File: src/rtl/qspi_arb_pkg.sv
// qspi_arb_pkg: shared definitions for the qspi line-transfer arbiter.
//   REQ_I/REQ_D/REQ_X : requester indices (bit positions in req/gnt vectors,
//                       also the round-robin pointer encoding)
//   state_e           : arbiter FSM states
//   tag_w()           : line tag width from address width and line length
package qspi_arb_pkg;

    localparam logic [1:0] REQ_I = 2'd0;
    localparam logic [1:0] REQ_D = 2'd1;
    localparam logic [1:0] REQ_X = 2'd2;

    typedef enum logic [1:0] {
        ST_IDLE = 2'd0,
        ST_BUSY = 2'd1,
        ST_GAP  = 2'd2
    } state_e;

    function automatic int unsigned tag_w(input int unsigned pa,
                                          input int unsigned line_length);
        return pa - $clog2(line_length);
    endfunction

endpackage

File: src/rtl/qspi_arb_rr_pick3.sv
// rr_pick3: combinational three-way round-robin picker.
//   req_i   [2:0] pending requests, bit index = REQ_I/REQ_D/REQ_X
//   ptr_i   [1:0] last winner; search starts at ptr_i+1 and wraps I->D->X->I
//   win_o   [2:0] one-hot winner (zero when nothing pending)
//   valid_o       at least one request pending
module rr_pick3
    import qspi_arb_pkg::*;
(
    input  logic [2:0] req_i,
    input  logic [1:0] ptr_i,
    output logic [2:0] win_o,
    output logic       valid_o
);

    logic [1:0] order [3];

    // Search order is the rotation that places the last winner last.
    always_comb begin
        win_o = 3'b000;
        case (ptr_i)
            REQ_I:   order = '{REQ_D, REQ_X, REQ_I};
            REQ_D:   order = '{REQ_X, REQ_I, REQ_D};
            default: order = '{REQ_I, REQ_D, REQ_X};
        endcase
        for (int k = 0; k < 3; k++) begin
            if (win_o == 3'b000 && req_i[order[k]]) begin
                win_o[order[k]] = 1'b1;
            end
        end
    end

    assign valid_o = |req_i;

endmodule

File: src/rtl/qspi_arb.sv
// qspi_arb: shares the qspi line-transfer engine between icache (I),
// dcache (D) and an auxiliary line mover (X). Round-robin, one whole line
// transfer per grant, with a one-cycle quiet gap between transfers.
//   clk, reset                 clock, synchronous active-high reset
//   i_req/i_tag/i_mem          icache fill request (always a read)
//   d_req/d_write/d_tag/d_mem  dcache fill or writeback request
//   x_req/x_write/x_tag/x_mem  aux mover request
//   q_done                     qspi transfer-complete pulse
//   q_req/q_i_d/q_write/q_paddr/q_mem  registered request to qspi
//   i_gnt/d_gnt/x_gnt          registered one-hot grant
//   i_done/d_done/x_done       completion pulses (combinational)
//   err                        watchdog abort pulse
// Optional: define ARB_TIMEOUT_EN to build the BUSY watchdog (TIMEOUT cycles).
module qspi_arb
    import qspi_arb_pkg::*;
#(
    parameter int unsigned PA          = 24,
    parameter int unsigned LINE_LENGTH = 4,
    parameter int unsigned TIMEOUT     = 255
) (
    input  logic                                clk,
    input  logic                                reset,
    input  logic                                i_req,
    input  logic [tag_w(PA, LINE_LENGTH)-1:0]   i_tag,
    input  logic [1:0]                          i_mem,
    input  logic                                d_req,
    input  logic                                d_write,
    input  logic [tag_w(PA, LINE_LENGTH)-1:0]   d_tag,
    input  logic [1:0]                          d_mem,
    input  logic                                x_req,
    input  logic                                x_write,
    input  logic [tag_w(PA, LINE_LENGTH)-1:0]   x_tag,
    input  logic [1:0]                          x_mem,
    input  logic                                q_done,
    output logic                                q_req,
    output logic                                q_i_d,
    output logic                                q_write,
    output logic [tag_w(PA, LINE_LENGTH)-1:0]   q_paddr,
    output logic [1:0]                          q_mem,
    output logic                                i_gnt,
    output logic                                d_gnt,
    output logic                                x_gnt,
    output logic                                i_done,
    output logic                                d_done,
    output logic                                x_done,
    output logic                                err
);

    localparam int unsigned TW = tag_w(PA, LINE_LENGTH);

    // Watchdog counter is 8 bits wide.
    if (TIMEOUT < 1 || TIMEOUT > 255) begin : g_bad_timeout
        $error("qspi_arb: TIMEOUT must be in 1..255");
    end

    state_e          state_q, state_d;
    logic [1:0]      ptr_q, ptr_d;
    logic [2:0]      gnt_q, gnt_d;
    logic            req_q, req_d;
    logic            i_d_q, i_d_d;
    logic            write_q, write_d;
    logic [TW-1:0]   tag_q, tag_d;
    logic [1:0]      mem_q, mem_d;

    logic [2:0]      req_vec;
    logic [2:0]      win;
    logic            win_valid;
    logic            timeout_hit;
    logic            xfer_end;

    assign req_vec = {x_req, d_req, i_req};

    rr_pick3 u_pick (
        .req_i   (req_vec),
        .ptr_i   (ptr_q),
        .win_o   (win),
        .valid_o (win_valid)
    );

`ifdef ARB_TIMEOUT_EN
    logic [7:0] cnt_q, cnt_d;

    // Zero outside BUSY, so the first BUSY cycle sees 0 and the
    // TIMEOUT-th BUSY cycle sees TIMEOUT-1.
    assign cnt_d       = (state_q == ST_BUSY) ? cnt_q + 8'd1 : 8'd0;
    assign timeout_hit = (state_q == ST_BUSY) && (cnt_q == 8'(TIMEOUT - 1));
    assign err         = timeout_hit && !q_done;

    always_ff @(posedge clk) begin
        if (reset) cnt_q <= 8'd0;
        else       cnt_q <= cnt_d;
    end
`else
    assign timeout_hit = 1'b0;
    assign err         = 1'b0;
`endif

    // q_done is only meaningful while a transfer is in flight.
    assign xfer_end = (state_q == ST_BUSY) && (q_done || timeout_hit);

    assign i_done = xfer_end && gnt_q[REQ_I];
    assign d_done = xfer_end && gnt_q[REQ_D];
    assign x_done = xfer_end && gnt_q[REQ_X];

    // Next-state: arbitrate in IDLE and GAP, hold everything during BUSY.
    always_comb begin
        state_d = state_q;
        ptr_d   = ptr_q;
        gnt_d   = gnt_q;
        req_d   = req_q;
        i_d_d   = i_d_q;
        write_d = write_q;
        tag_d   = tag_q;
        mem_d   = mem_q;
        case (state_q)
            ST_BUSY: begin
                if (xfer_end) begin
                    state_d = ST_GAP;
                    gnt_d   = 3'b000;
                    req_d   = 1'b0;
                    i_d_d   = 1'b0;
                    write_d = 1'b0;
                    tag_d   = '0;
                    mem_d   = 2'd0;
                end
            end
            default: begin
                state_d = ST_IDLE;
                gnt_d   = 3'b000;
                req_d   = 1'b0;
                i_d_d   = 1'b0;
                write_d = 1'b0;
                tag_d   = '0;
                mem_d   = 2'd0;
                if (win_valid) begin
                    state_d = ST_BUSY;
                    gnt_d   = win;
                    req_d   = 1'b1;
                    if (win[REQ_I]) begin
                        ptr_d   = REQ_I;
                        i_d_d   = 1'b1;
                        tag_d   = i_tag;
                        mem_d   = i_mem;
                    end else if (win[REQ_D]) begin
                        ptr_d   = REQ_D;
                        write_d = d_write;
                        tag_d   = d_tag;
                        mem_d   = d_mem;
                    end else begin
                        ptr_d   = REQ_X;
                        write_d = x_write;
                        tag_d   = x_tag;
                        mem_d   = x_mem;
                    end
                end
            end
        endcase
    end

    // Pointer resets to X so I has first priority.
    always_ff @(posedge clk) begin
        if (reset) begin
            state_q <= ST_IDLE;
            ptr_q   <= REQ_X;
            gnt_q   <= 3'b000;
            req_q   <= 1'b0;
            i_d_q   <= 1'b0;
            write_q <= 1'b0;
            tag_q   <= '0;
            mem_q   <= 2'd0;
        end else begin
            state_q <= state_d;
            ptr_q   <= ptr_d;
            gnt_q   <= gnt_d;
            req_q   <= req_d;
            i_d_q   <= i_d_d;
            write_q <= write_d;
            tag_q   <= tag_d;
            mem_q   <= mem_d;
        end
    end

    assign q_req   = req_q;
    assign q_i_d   = i_d_q;
    assign q_write = write_q;
    assign q_paddr = tag_q;
    assign q_mem   = mem_q;
    assign i_gnt   = gnt_q[REQ_I];
    assign d_gnt   = gnt_q[REQ_D];
    assign x_gnt   = gnt_q[REQ_X];

endmodule

File: config.mk
export PLATFORM = sky130hd
export DESIGN_NAME = qspi_arb
export DESIGN_NICKNAME = d
export VERILOG_FILES = /design/src/rtl/qspi_arb_pkg.sv /design/src/rtl/qspi_arb_rr_pick3.sv /design/src/rtl/qspi_arb.sv
export SDC_FILE = /design/constraint.sdc
export NUM_CORES = 1
export LEC_CHECK = 0
export ABC_CLOCK_PERIOD_IN_PS = 2600
export CAP_MARGIN = 0
export CELL_PAD_IN_SITES_DETAIL_PLACEMENT = 1
export CELL_PAD_IN_SITES_GLOBAL_PLACEMENT = 2
export CORE_AREA = 2 2 94 96
export DETAILED_ROUTE_END_ITERATION = 6
export DIE_AREA = 0 0 96 98
export PLACE_DENSITY = 0.9
export SYNTH_ARGS = -nofsm -noshare
export SYNTH_HDL_FRONTEND = slang
export SYNTH_SLANG_ARGS = --single-unit
File: constraint.sdc
create_clock -name clk -period 2.6 [get_ports clk]
set_input_delay 0.39 -clock clk [delete_from_list [all_inputs] [get_ports clk]]
set_output_delay 0.39 -clock clk [all_outputs]
set_load 0.005 [all_outputs]
### After elaboration in Yosys (flattened, before gate mapping)

Index checks and enable logic that the tools add are counted.

| storage, ports and cells | value |
|---|---|
| output and inout port bits | 34 |
| word-level logic and storage cells | 78 |
| flip-flop bits (word level) | 34 |
| input bits | 80 |

| operators by class | value |
|---|---|
| magnitude comparators | 6 |
| eq/ne operators | 3 |
| bitwise operators | 3 |
| multiplexer cells | 44 |
| reduce and logical (&&, ||, !) cells | 14 |

Operators by type and width:

| operator | count |
|---|---|
| 22-bit two-way mux | 5 |
| 2-bit two-way mux | 9 |
| 3-bit two-way mux | 6 |
| 1-bit two-way mux | 17 |
| 6-bit case mux with 2 select lines | 1 |
| 1-bit logical AND | 9 |
| 2-bit by 3-bit < comparator with 1-bit output (second input constant) | 3 |
| 1-bit binary-select mux with 2-bit select | 3 |
| 1-bit demux with 2-bit select | 3 |
| 2-bit by 1-bit >= comparator with 1-bit output (second input constant) | 3 |
| 3-bit zero test | 2 |
| 3-bit OR | 2 |
| 2-bit by 1-bit equality test with 1-bit output (second input constant) | 2 |
| 3-bit OR reduction | 1 |
| 2-bit zero test | 1 |
| 2-bit inequality test (second input constant) | 1 |
| 2-bit AND reduction | 1 |
| 1-bit NOT | 1 |

### Longest topological paths before layout

| logic depth | value |
|---|---|
| depth in word-level cells | 17 |
| mapped depth | 7 |
| mapped depth without buffers | 4 |

### By module

From an unflattened synthesis, not the netlist that was laid out.

| second synthesis, totals | value |
|---|---|
| cells, all modules | 185 |
| area, all modules | 1767.9 sq um |

By module, submodules not included:

| module | seq. area each (sq um) | times used | cells each | area each (sq um) |
|---|---|---|---|---|
| qspi_arb | 640.6 | 1 | 175 | 1702.9 |
| rr_pick3 | 0.0 | 1 | 10 | 65.1 |

### Least setup slack after synthesis

Ideal clock, no wire load.

| path | value |
|---|---|
| kind | input to register |
| from | input d_req |
| to | register tag_q[10] (netlist: q_paddr[10]) |
| setup time | 140 ps |
| required time | 2460 ps |
| buffers on the path | 2 |
| arrival time | 1350 ps |
| stages on the path | 6 |
| path slack | 1111 ps |
| cell sequence | nor3b_1 -> a31oi_1 -> buf_4 -> clkbuf_4 -> mux2i_1 -> o22ai_2 |

| between the ends | value |
|---|---|
| cells in the longest elaborated chain, start to end | 13 |
| elaborated cells on any way between the ends | 20 |
| those cells by class | 13 x mux; 2 x bitwise; 5 x reduce/logical |

Ends and longest elaborated chain:

| item | line | RTL |
|---|---|---|
| from (decl) | qspi_arb.sv:26 | `input logic d_req,` |
| 1-bit binary-select mux with 2-bit select | qspi_arb_rr_pick3.sv:26 | `if (win_o == 3'b000 && req_i[order[k]]) begin` |
| 1-bit two-way mux (not written as such) | qspi_arb_rr_pick3.sv:26 |  |
| 3-bit two-way mux | qspi_arb_rr_pick3.sv:26 |  |
| 3-bit zero test | qspi_arb_rr_pick3.sv:26 |  |
| 1-bit logical AND | qspi_arb_rr_pick3.sv:26 |  |
| 3-bit two-way mux | qspi_arb_rr_pick3.sv:26 |  |
| 3-bit zero test | qspi_arb_rr_pick3.sv:26 |  |
| 1-bit logical AND | qspi_arb_rr_pick3.sv:26 |  |
| 3-bit two-way mux | qspi_arb_rr_pick3.sv:26 |  |
| 22-bit two-way mux | qspi_arb.sv:144 | `end else if (win[REQ_D]) begin` |
| 22-bit two-way mux | qspi_arb.sv:139 | `if (win[REQ_I]) begin` |
| 22-bit two-way mux * | qspi_arb.sv:135 | `if (win_valid) begin` |
| 22-bit two-way mux * | qspi_arb.sv:115 | `case (state_q)` |
| to (signal assigned) | qspi_arb.sv:178 | `tag_q <= tag_d;` |
| to (decl) | qspi_arb.sv:62 | `logic [TW-1:0] tag_q, tag_d;` |

Mark *: on every way between the ends. The rest lies on a longest branch, timed or not. The select of a mux whose other input is x is not followed.
A chain may end at the register's enable or synchronous reset.

### Final worst setup path

| path | value |
|---|---|
| from | input q_done |
| to | output i_done |

| between the ends | value |
|---|---|
| cells in the longest elaborated chain, start to end | 2 |

Ends and longest elaborated chain:

| item | line | RTL |
|---|---|---|
| from (decl) | qspi_arb.sv:34 | `input logic q_done,` |
| 1-bit logical AND | qspi_arb.sv:99 | `assign xfer_end = (state_q == ST_BUSY) && (q_done \|\| timeout_hit);` |
| 1-bit logical AND | qspi_arb.sv:101 | `assign i_done = xfer_end && gnt_q[REQ_I];` |
| to (decl) | qspi_arb.sv:43 | `output logic i_done,` |

No other way between the ends.

==> flow_metrics.env <==
export IMPL_status="finished clean"
export IMPL_min_period_over_period_pct=78.8
export IMPL_final_nets=346
export IMPL_dieHeight_um=98
export IMPL_root_buffer="sky130_fd_sc_hd__clkbuf_8"
export IMPL_peakVddDrop_v=0.000195
export IMPL_setup_total_negative_slack_ns=0
export IMPL_design_power_total_uw=1490
export IMPL_initial_util_pct=20.3
export IMPL_fill_cells=941
export IMPL_number_of_post_cts_setup_repair_buffers=0
export IMPL_number_of_sinks_handled_by_clock_tree_synthesis=32
export IMPL_share_of_yosys_cell_area_claimed_by_the_top_area_cell_type_pct=37.3
export IMPL_syn_area_per_cell_um2=11.0
export IMPL_synthAdderAreaFrac_pct=0
export IMPL_synth_warning_count=0
export IMPL_synth_compound_gate_area_share_pct=33.3
export IMPL_worst_path_cell_trace="clkdlybuf4s50_1 > and3_1 > clkdlybuf4s50_1"
export IMPL_coreArea_um2=8470
export IMPL_netlist_area_um2=1720
export IMPL_antenna_violations_before_repair=0
export IMPL_static_leakage_uw=0.00117
export IMPL_drive_gt1_share_pct=16.5
export IMPL_combinational_family_with_the_most_area_after_synthesis="compound AO/OA/AOI/OAI gates"
export IMPL_route_detailed_vias_per_inst=4.70
export IMPL_critPathTopFamily="buffers and inverters"
export IMPL_synthTopCellsByArea="sky130_fd_sc_hd__dfxtp_1, sky130_fd_sc_hd__mux2i_1, sky130_fd_sc_hd__o22ai_2"
export IMPL_fin_util_pct=36.0
export IMPL_max_clock_path_buffers=2
export IMPL_num_antenna_cells=0
export IMPL_timing_critical_path_to_type="primary output"
export IMPL_required_ns=2.21
export IMPL_hold_path_startpoint="ptr_q[0]"
export IMPL_timing_clock_skew_ns=0.00565
export IMPL_crit_arrival_ns=1.66
export IMPL_placed_wire_length_estimate_after_detailed_placement_um=4530
export IMPL_max_stage_delay_ns=0.58
export IMPL_routabilityCongestion=0.706
export IMPL_post_cts_resized_instances=0
export IMPL_ant_nets=0
export IMPL_number_of_global_route_vias_before_repair=1935
export IMPL_slowest_stage="sky130_fd_sc_hd__clkdlybuf4s50_1"
export IMPL_timing_fmax_mhz=488
export IMPL_layout_commonest_cell="sky130_fd_sc_hd__clkdlybuf4s50_1"
export IMPL_total_via_count_after_detailed_routing=1761
export IMPL_cts_htree_levels=2
export IMPL_grt_util_all_layers_pct=13.1
export IMPL_routed_wire_length_per_instance_um=16.2
export IMPL_grt_start_max_net_pins=33
export IMPL_synthesis_to_finish_area_growth_pct=77.3
export IMPL_die_area_um2=9410
export IMPL_post_synth_mux_area_share_pct=14.6
export IMPL_commonest_cells_after_routing_fill_and_taps_aside="sky130_fd_sc_hd__clkdlybuf4s50_1, sky130_fd_sc_hd__dfxtp_1, sky130_fd_sc_hd__mux2i_1"
export IMPL_timing_rr_start="ptr_q[1]"
export IMPL_worst_slack_after_detailed_placement_ns=0.256
export IMPL_synth_seq_cells=32
export IMPL_final_critical_path_setup_slack_ns=0.551
export IMPL_pin_count=114
export IMPL_clk_slew_on_worst_s_h_paths_ns=0.07
export IMPL_cp_max_fo=6
export IMPL_synthDistinctLibCells=32
export IMPL_synth_simple_gate_area_share_pct=6.99
export IMPL_startpoint_class="input pin"
export IMPL_drt_wl_total_um=6070
export IMPL_tritoncts="yes"
export IMPL_io_buffers=112
export IMPL_syn_num_nets=236
export IMPL_period_minus_slack_ns=2.05
export IMPL_rsz0062_at_grt="no"
export IMPL_worstSetupStartpoint="q_done"
export IMPL_rows=34
export IMPL_first_iter_violations=42
export IMPL_globalRoute_totalOverflow=0
export IMPL_drc=0
export IMPL_class_of_the_tightest_hold_or_removal_check="reg2reg"
export IMPL_timing_hold_violations_final=0
export IMPL_cts_hold_buf=0
export IMPL_global_route_wire_length_before_repair_um=9680
export IMPL_cap_viol_max_count=0
export IMPL_critical_path_class="in2out"
export IMPL_post_synth_inst_count=156
export IMPL_setup_violations=0
export IMPL_critical_path_n_buffers_inverters=2
export IMPL_pwr_density_cell_nw_per_um2=490
export IMPL_detailedRoute_firstPassIterationCount=4
export IMPL_synthXorXnorAreaFrac_pct=0
export IMPL_timing_max_transition_violations_final=0
export IMPL_die_width_um=96
export IMPL_cpMostUsedCell="sky130_fd_sc_hd__clkdlybuf4s50_1"
export IMPL_synth_area_leader_cell="sky130_fd_sc_hd__dfxtp_1"
export IMPL_ys_seq_area_share_pct=37.3
export IMPL_worstSkewPairLatency_ns=0.28
export IMPL_cts_buffers=5
path summary, 6_finish.rpt:
path         depth (start not counted)          to  slack [ns]
min                                  2    ptr_q[0]        0.49
min reg2reg                          2    ptr_q[0]        0.49
max                                  3      i_done        0.55
max reg2reg                          5  q_paddr[8]        0.88
layer usage:
metal  share of wire [%]  GRT usage (%)  wire length [um]
met1                  41           15.2              2520
met2                  50           23.4              3060
met3                 8.0           4.32               486
met4                0.28           2.31                17
met5                   0              0                 0
report_power, final:
group | switching (uW) | internal (uW)
clock | 193 | 211
sequential | 30.2 | 544
combinational | 203 | 312
total | 426 | 1070
cell families (layout without fill, tap and decap cells):
group | count (synthesis) | after routing
AO/OA/AOI/OAI | 58 | 58
flip-flops | 32 | 32
multiplexers | 25 | 25
AND/OR/NAND/NOR | 20 | 20
buffers and inverters | 20 | 131
other | 1 | 1
through the flow:
stage	instances	hold slack, ns	cell area [um^2]
global route	375	0.495	3050
CTS	375	0.490	3050
detailed placement	367	0.475	2950
finish	375	0.485	3050
global placement	367	0.463	2950
floorplan	156	0.445	1720
area by class of cell:
class | count | area, um^2 | area share, %
flip-flops and latches | 32 | 641 | 21.0
clock inverters | 2 | 10.0 | 0.329
multi-input cells | 104 | 961 | 31.6
repair buffers | 121 | 1210 | 39.7
well taps | 108 | 135 | 4.44
inverters | 2 | 7.51 | 0.247
clock buffers | 6 | 82.6 | 2.71
worst min-delay path, cell delays in order (launching register included):
cell,delay [ns]
sky130_fd_sc_hd__dfxtp_1,0.33
sky130_fd_sc_hd__nand2_1,0.06
sky130_fd_sc_hd__a21oi_1,0.05
sequential cells by signal (all words and copies together) (netlist names):
signal	count
gnt_q	3
ptr_q	2
q_mem	2
q_paddr	22
q_write	1
state_q	2
cell usage after synthesis, drive strengths merged:
master	number
a211o	1
a21oi	3
a22oi	1
a31oi	1
a32oi	24
and2b	2
and3	3
buf	13
clkbuf	5
conb	1
dfxtp	32
inv	2
mux2i	25
nand2	4
nand2b	2
nand3b	1
nor2	3
nor3b	3
o21ai	1
o21ba	1
o22ai	24
o31ai	2
or2	1
or3	1
(Power assumes the default switching activity.)
==> edit 1, RTL diff (same flow settings) <==
`tag_q` no longer has a reset.
--- a/src/rtl/qspi_arb.sv
+++ b/src/rtl/qspi_arb.sv
@@ -167,5 +167,4 @@
             i_d_q   <= 1'b0;
             write_q <= 1'b0;
-            tag_q   <= '0;
             mem_q   <= 2'd0;
         end else begin
@@ -176,7 +175,10 @@
             i_d_q   <= i_d_d;
             write_q <= write_d;
-            tag_q   <= tag_d;
             mem_q   <= mem_d;
         end
+    end
+
+    always_ff @(posedge clk) begin
+        tag_q <= tag_d;
     end
 
Check against the original RTL: not equivalent (Yosys sat finds a counterexample within 4 cycles, from zero or initial values and one cycle with reset high).
==> edit 1 against the unedited design <==
Sequential cell count did not move; global-route usage fell by 1.5 points; maximum frequency fell by 9.8%; area after synthesis fell by 12%; design area fell by 7.3%; worst setup slack got worse by 0.22 ns; routed wire length fell by 9.1%; die area did not move; sequential share of layout area rose by 9.4 points; total power rose by 2.9%; critical path type is now in2reg; critical endpoint is now q_paddr[11]$_SDFFCE_PN0P_; largest cell class unchanged; largest power group unchanged.
==> edit 1: results (changes against the unedited design) <==
Outcome
  • Status: finished, final reports clean

Worst setup path
  • Worst setup endpoint: q_paddr[11]$_SDFFCE_PN0P_
  • Worst R2R Start: ptr_q[0]$_SDFFE_PP0P_
  • R2r worst-path depth: 4 (-1)
  • CP Max Fanout: 25 (+19)
  • Crit path launch: d_req
  • Crit path DAT: 2.41 ns (+0.75 ns)
  • R2R setup slack: 0.59 ns (-0.29 ns)

CTS
  • Num CTS Buffers: 5 (unchanged)
  • Clk_lat worst skew: 0.28 ns (about the same)
  • # resized after CTS: 0 (unchanged)

Placed design
  • Post-place instance area: 2720 µm² (-7.8%)
  • GPL Wtd Cong: 0.668 (-5.4%)
  • Placed cells: 345 (-6.0%)
  • HPWL Detailed: 4070 µm (-10%)
  • Pre-CTS setup slack: -0.0454 ns (-0.302 ns)

STA
  • Hold slack: 0.480 ns (-0.00469 ns)
  • Setup Skew: 0.00547 ns (-0.000179 ns)
  • Setup_tns: 0 ns (unchanged)
  • Final Cycle Share: 87.4% (+8.6 points)

Synth
  • Top cells by count, synth: 26 x nor2_1, 22 x a222oi_1, 22 x edfxtp_1
  • Syn nets: 214 (-9.3%)
  • Yosys Warn Count: 0 (unchanged)
  • Post-synthesis sequential area ratio: 57.1% (+20 points)
  • Post-synth top flop: edfxtp_1
  • Top-count cell post-synth: nor2_1
  • Unique masters post-synth: 26 (-19%)
  • Adder-cell share of the synthesized area: 0% (unchanged)
  • Synth Area in Compound Gates: 22.7% (-11 points)
  • Synthesized instance count: 134 (-14%)
  • Synth Area in XOR/XNOR: 0% (unchanged)
  • Synth top area cells: edfxtp_1 44%, a222oi_1 15%, dfxtp_1 13%
  • Mux cell area share after synthesis: 0% (-15 points)
  • Number of synthesized flops with an enable pin: 22 (+22)
  • Asr flop ratio synth: 0% (unchanged)

Detailed routing
  • WL met2: 2770 µm (-9.3%)
  • Routed WL: 5520 µm (-9.1%)
  • Average wire per standard cell: 15.6 µm (-3.5%)
  • Drt pass-1 iters: 6 (+2)
  • Met3 wire length: 457 µm (-6.0%)
  • Total via count in the routed design: 1618 (-8.1%)
  • 1st-iter DRT viols: 92 (+120%)
  • M1 wire length: 2210 µm (-12%)

Worst hold path
  • Min-Delay Path Class: reg2reg
  • Hold Path Cell Cnt: 2 (unchanged)

GRT
  • First-pass GRT wire length: 8340 µm (-14%)
  • Vias in the first global route: 1718 (-11%)
  • Largest net degree at the start of global routing: 27 (-18%)
  • Total track usage: 11.6% (-1.5 points)

Layout
  • Share of cells above drive strength 1: 6.12% (-10 points)
  • # nets final: 324 (-6.4%)
  • # diodes: 0 (unchanged)

Power and ir drop
  • Sw frac: 24.8% (-3.7 points)
  • Int Pwr: 1.16 mW (+8.2%)
  • Pleak: 1.03 nW (-12%)
  • Power Clock: 0.424 mW (+5.0%)
  • VDD IR max: 0.179 mV (-7.9%)
  • Power Combinational: 0.461 mW (-10%)
## edit 1: worst max-delay path, cell delays in order
cell and delay [ns]:
clkdlybuf4s50_1 0.49, and2b_1 0.23, o21ai_2 0.88, a222oi_1 0.26
nor2_1 0.15
## edit 1: logic make-up (layout without fill, tap and decap cells)
logic type             count (synthesis)  in the layout
AND/OR/NAND/NOR                       47             47
AO/OA/AOI/OAI                         39             39
other                                  1              1
flip-flops                            32             32
buffers and inverters                 15            126
## edit 1: routing by layer
| metal | global-route usage, % | vias up |
|---|---|---|
| li1 | - | 754 |
| met1 | 13.0 | 776 |
| met2 | 20.4 | 82 |
| met3 | 4.01 | 6 |
| met4 | 3.52 | 0 |
| met5 | 0 | - |
## edit 1: area by class of cell
class | instances | area [µm²]
Clock buffer | 8 | 100
Tap cell | 108 | 135
Sequential cell | 32 | 861
Timing Repair Buffer | 117 | 1170
Inverter | 1 | 3.75
Fill cell | 967 | 5640
Multi-Input combinational cell | 87 | 553
==> edit 2, RTL diff (config.mk and constraints unchanged) <==
Made on the original files. Add a define of `ARB_TIMEOUT_EN`.
--- a/src/rtl/qspi_arb.sv
+++ b/src/rtl/qspi_arb.sv
@@ -12,4 +12,6 @@
 //   err                        watchdog abort pulse
 // Optional: define ARB_TIMEOUT_EN to build the BUSY watchdog (TIMEOUT cycles).
+`define ARB_TIMEOUT_EN
+
 module qspi_arb
     import qspi_arb_pkg::*;
Function: no difference found for any inputs over 10 cycles, from zero or initial values and one cycle with reset high; that may be too few to reach the edited logic, so the function may still have changed.
==> edit 2 against the unedited design <==
Area after synthesis rose by 13%; combinational power fell by 20%; sequential cell count rose by 8; hold slack got worse by 0.0069 ns; design area rose by 6.1%; worst setup slack got worse by 0.39 ns; sequential power rose by 20%; utilization rose by 2.2 points; total power rose by 14%; via count rose by 15%; routed wire length rose by 11%; critical path type is now reg2out.
==> edit 2: results (changes against the unedited design) <==
Outcome
  • Status: finished, final reports clean

Worst setup path
  • R2r endpoint: q_paddr[14]$_SDFFE_PP0P_
  • R2r worst-path depth: 4 (-1)
  • CP top delay family: buffers and inverters
  • Crit path DAT: 2.05 ns (+0.39 ns)
  • R2R setup slack: 0.62 ns (-0.26 ns)
  • Largest stage delay, worst path: 0.45 ns (-0.13 ns)
  • Worst R2R Start: ptr_q[0]$_SDFFE_PP0P_
  • CP Max Fanout: 5 (-1)

CTS
  • Clk root buf: clkbuf_8
  • Clock-pin slew on the worst setup and hold paths: approximately 0.08 ns
  • Num CTS Buffers: 5 (unchanged)
  • Post CTS Setup Buffer Count: 0 (unchanged)

Detailed routing
  • Total via count in the routed design: 2033 (+15%)
  • 1st-iter DRT viols: 71 (+69%)
  • Routed WL: 6710 µm (+11%)

Synth
  • Syn nets: 281 (+19%)
  • Unique masters post-synth: 39 (+22%)
  • Post-synthesis sequential area ratio: 41.4% (+4.1 points)
  • Synth top area cells: dfxtp_1 41%, a22oi_1 12%, a32oi_1 8.2%
  • Top cells by count, synth: 40 x dfxtp_1, 32 x a22oi_1, 18 x a32oi_1
  • Mean area per synthesized cell: 9.72 µm² (-12%)
  • Yosys Warn Count: 0 (unchanged)

Placed design
  • Port bufs: 113 (+0.89%)
  • Pre-CTS setup slack: 0.0813 ns (-0.175 ns)
  • Post-place instance area: 3100 µm² (+5.0%)
  • Placed cells: 411 (+12%)
  • GPL Wtd Cong: 0.784 (+11%)
  • HPWL Detailed: 5100 µm (+13%)

Power and ir drop
  • Pleak: 1.11 nW (-5.3%)
  • VDD IR max: 0.311 mV (+60%)

GRT
  • Vias in the first global route: 2142 (+11%)
  • First-pass GRT wire length: 10700 µm (+10%)
  • Total track usage: 14.5% (+1.4 points)
  • Largest net degree at the start of global routing: 26 (-21%)

Layout
  • # nets final: 392 (+13%)
  • Fillers: 970 (+3.1%)
  • Finished Layout Cells: 418 (+11%)
  • Share of cells above drive strength 1: 7.42% (-9.1 points)

Worst hold path
  • HP Start: q_paddr[11]$_SDFFE_PP0P_
  • WHS Endpoint: q_paddr[11]$_SDFFE_PP0P_

STA
  • Setup Skew: 0.00485 ns (-0.000797 ns)
==> edit 2: how the worst max path moves through the flow <==
stage          slack, ns                 from                        to  depth (start not counted)
5_1_grt             0.04  cnt_q[0]$_SDFF_PP0_                    x_done                          7
3_5_place_dp        0.08                d_req  q_paddr[14]$_SDFFE_PP0P_                          5
6_report            0.16  cnt_q[0]$_SDFF_PP0_                    x_done                          7
2_1_floorplan       0.94  cnt_q[0]$_SDFF_PP0_     q_mem[1]$_SDFFE_PP0P_                          7
4_1_cts             0.13  cnt_q[0]$_SDFF_PP0_                    x_done                          7
3_3_place_gp        0.17                d_req   q_paddr[6]$_SDFFE_PP0P_                          5
==> edit 2: layer usage <==
metal  GRT usage, %  routed length [µm]
met5              0                   0
met4           4.18                  97
met3           3.70                 381
met2           24.8                3420
met1           17.7                2810
==> edit 2: layout make-up <==
cell class	count	area, µm²	area share (%)
Tap cell	108	135	4.18
Timing Repair Buffer	121	1190	36.9
Sequential cell	40	801	24.8
Multi-Input combinational cell	140	967	29.9
Inverter	2	7.51	0.232
Clock buffer	5	68.8	2.13
Clock inverter	2	60.1	1.86
==> edit 2: kinds of logic after synthesis <==
group,Yosys count,share of synthesized area [%]
AO/OA/AOI/OAI,88,33.1
AND/OR/NAND/NOR,45,13.3
flip-flops,40,41.4
buffers and inverters,19,8.60
XOR/XNOR,5,2.26
adder cells (fa/ha/maj),2,1.29
==> edit 2: power by group <==
group | total [mW] | internal (mW) | switching [mW]
combinational | 0.414 | 0.246 | 0.167
sequential | 0.689 | 0.660 | 0.0297
clock | 0.594 | 0.378 | 0.216
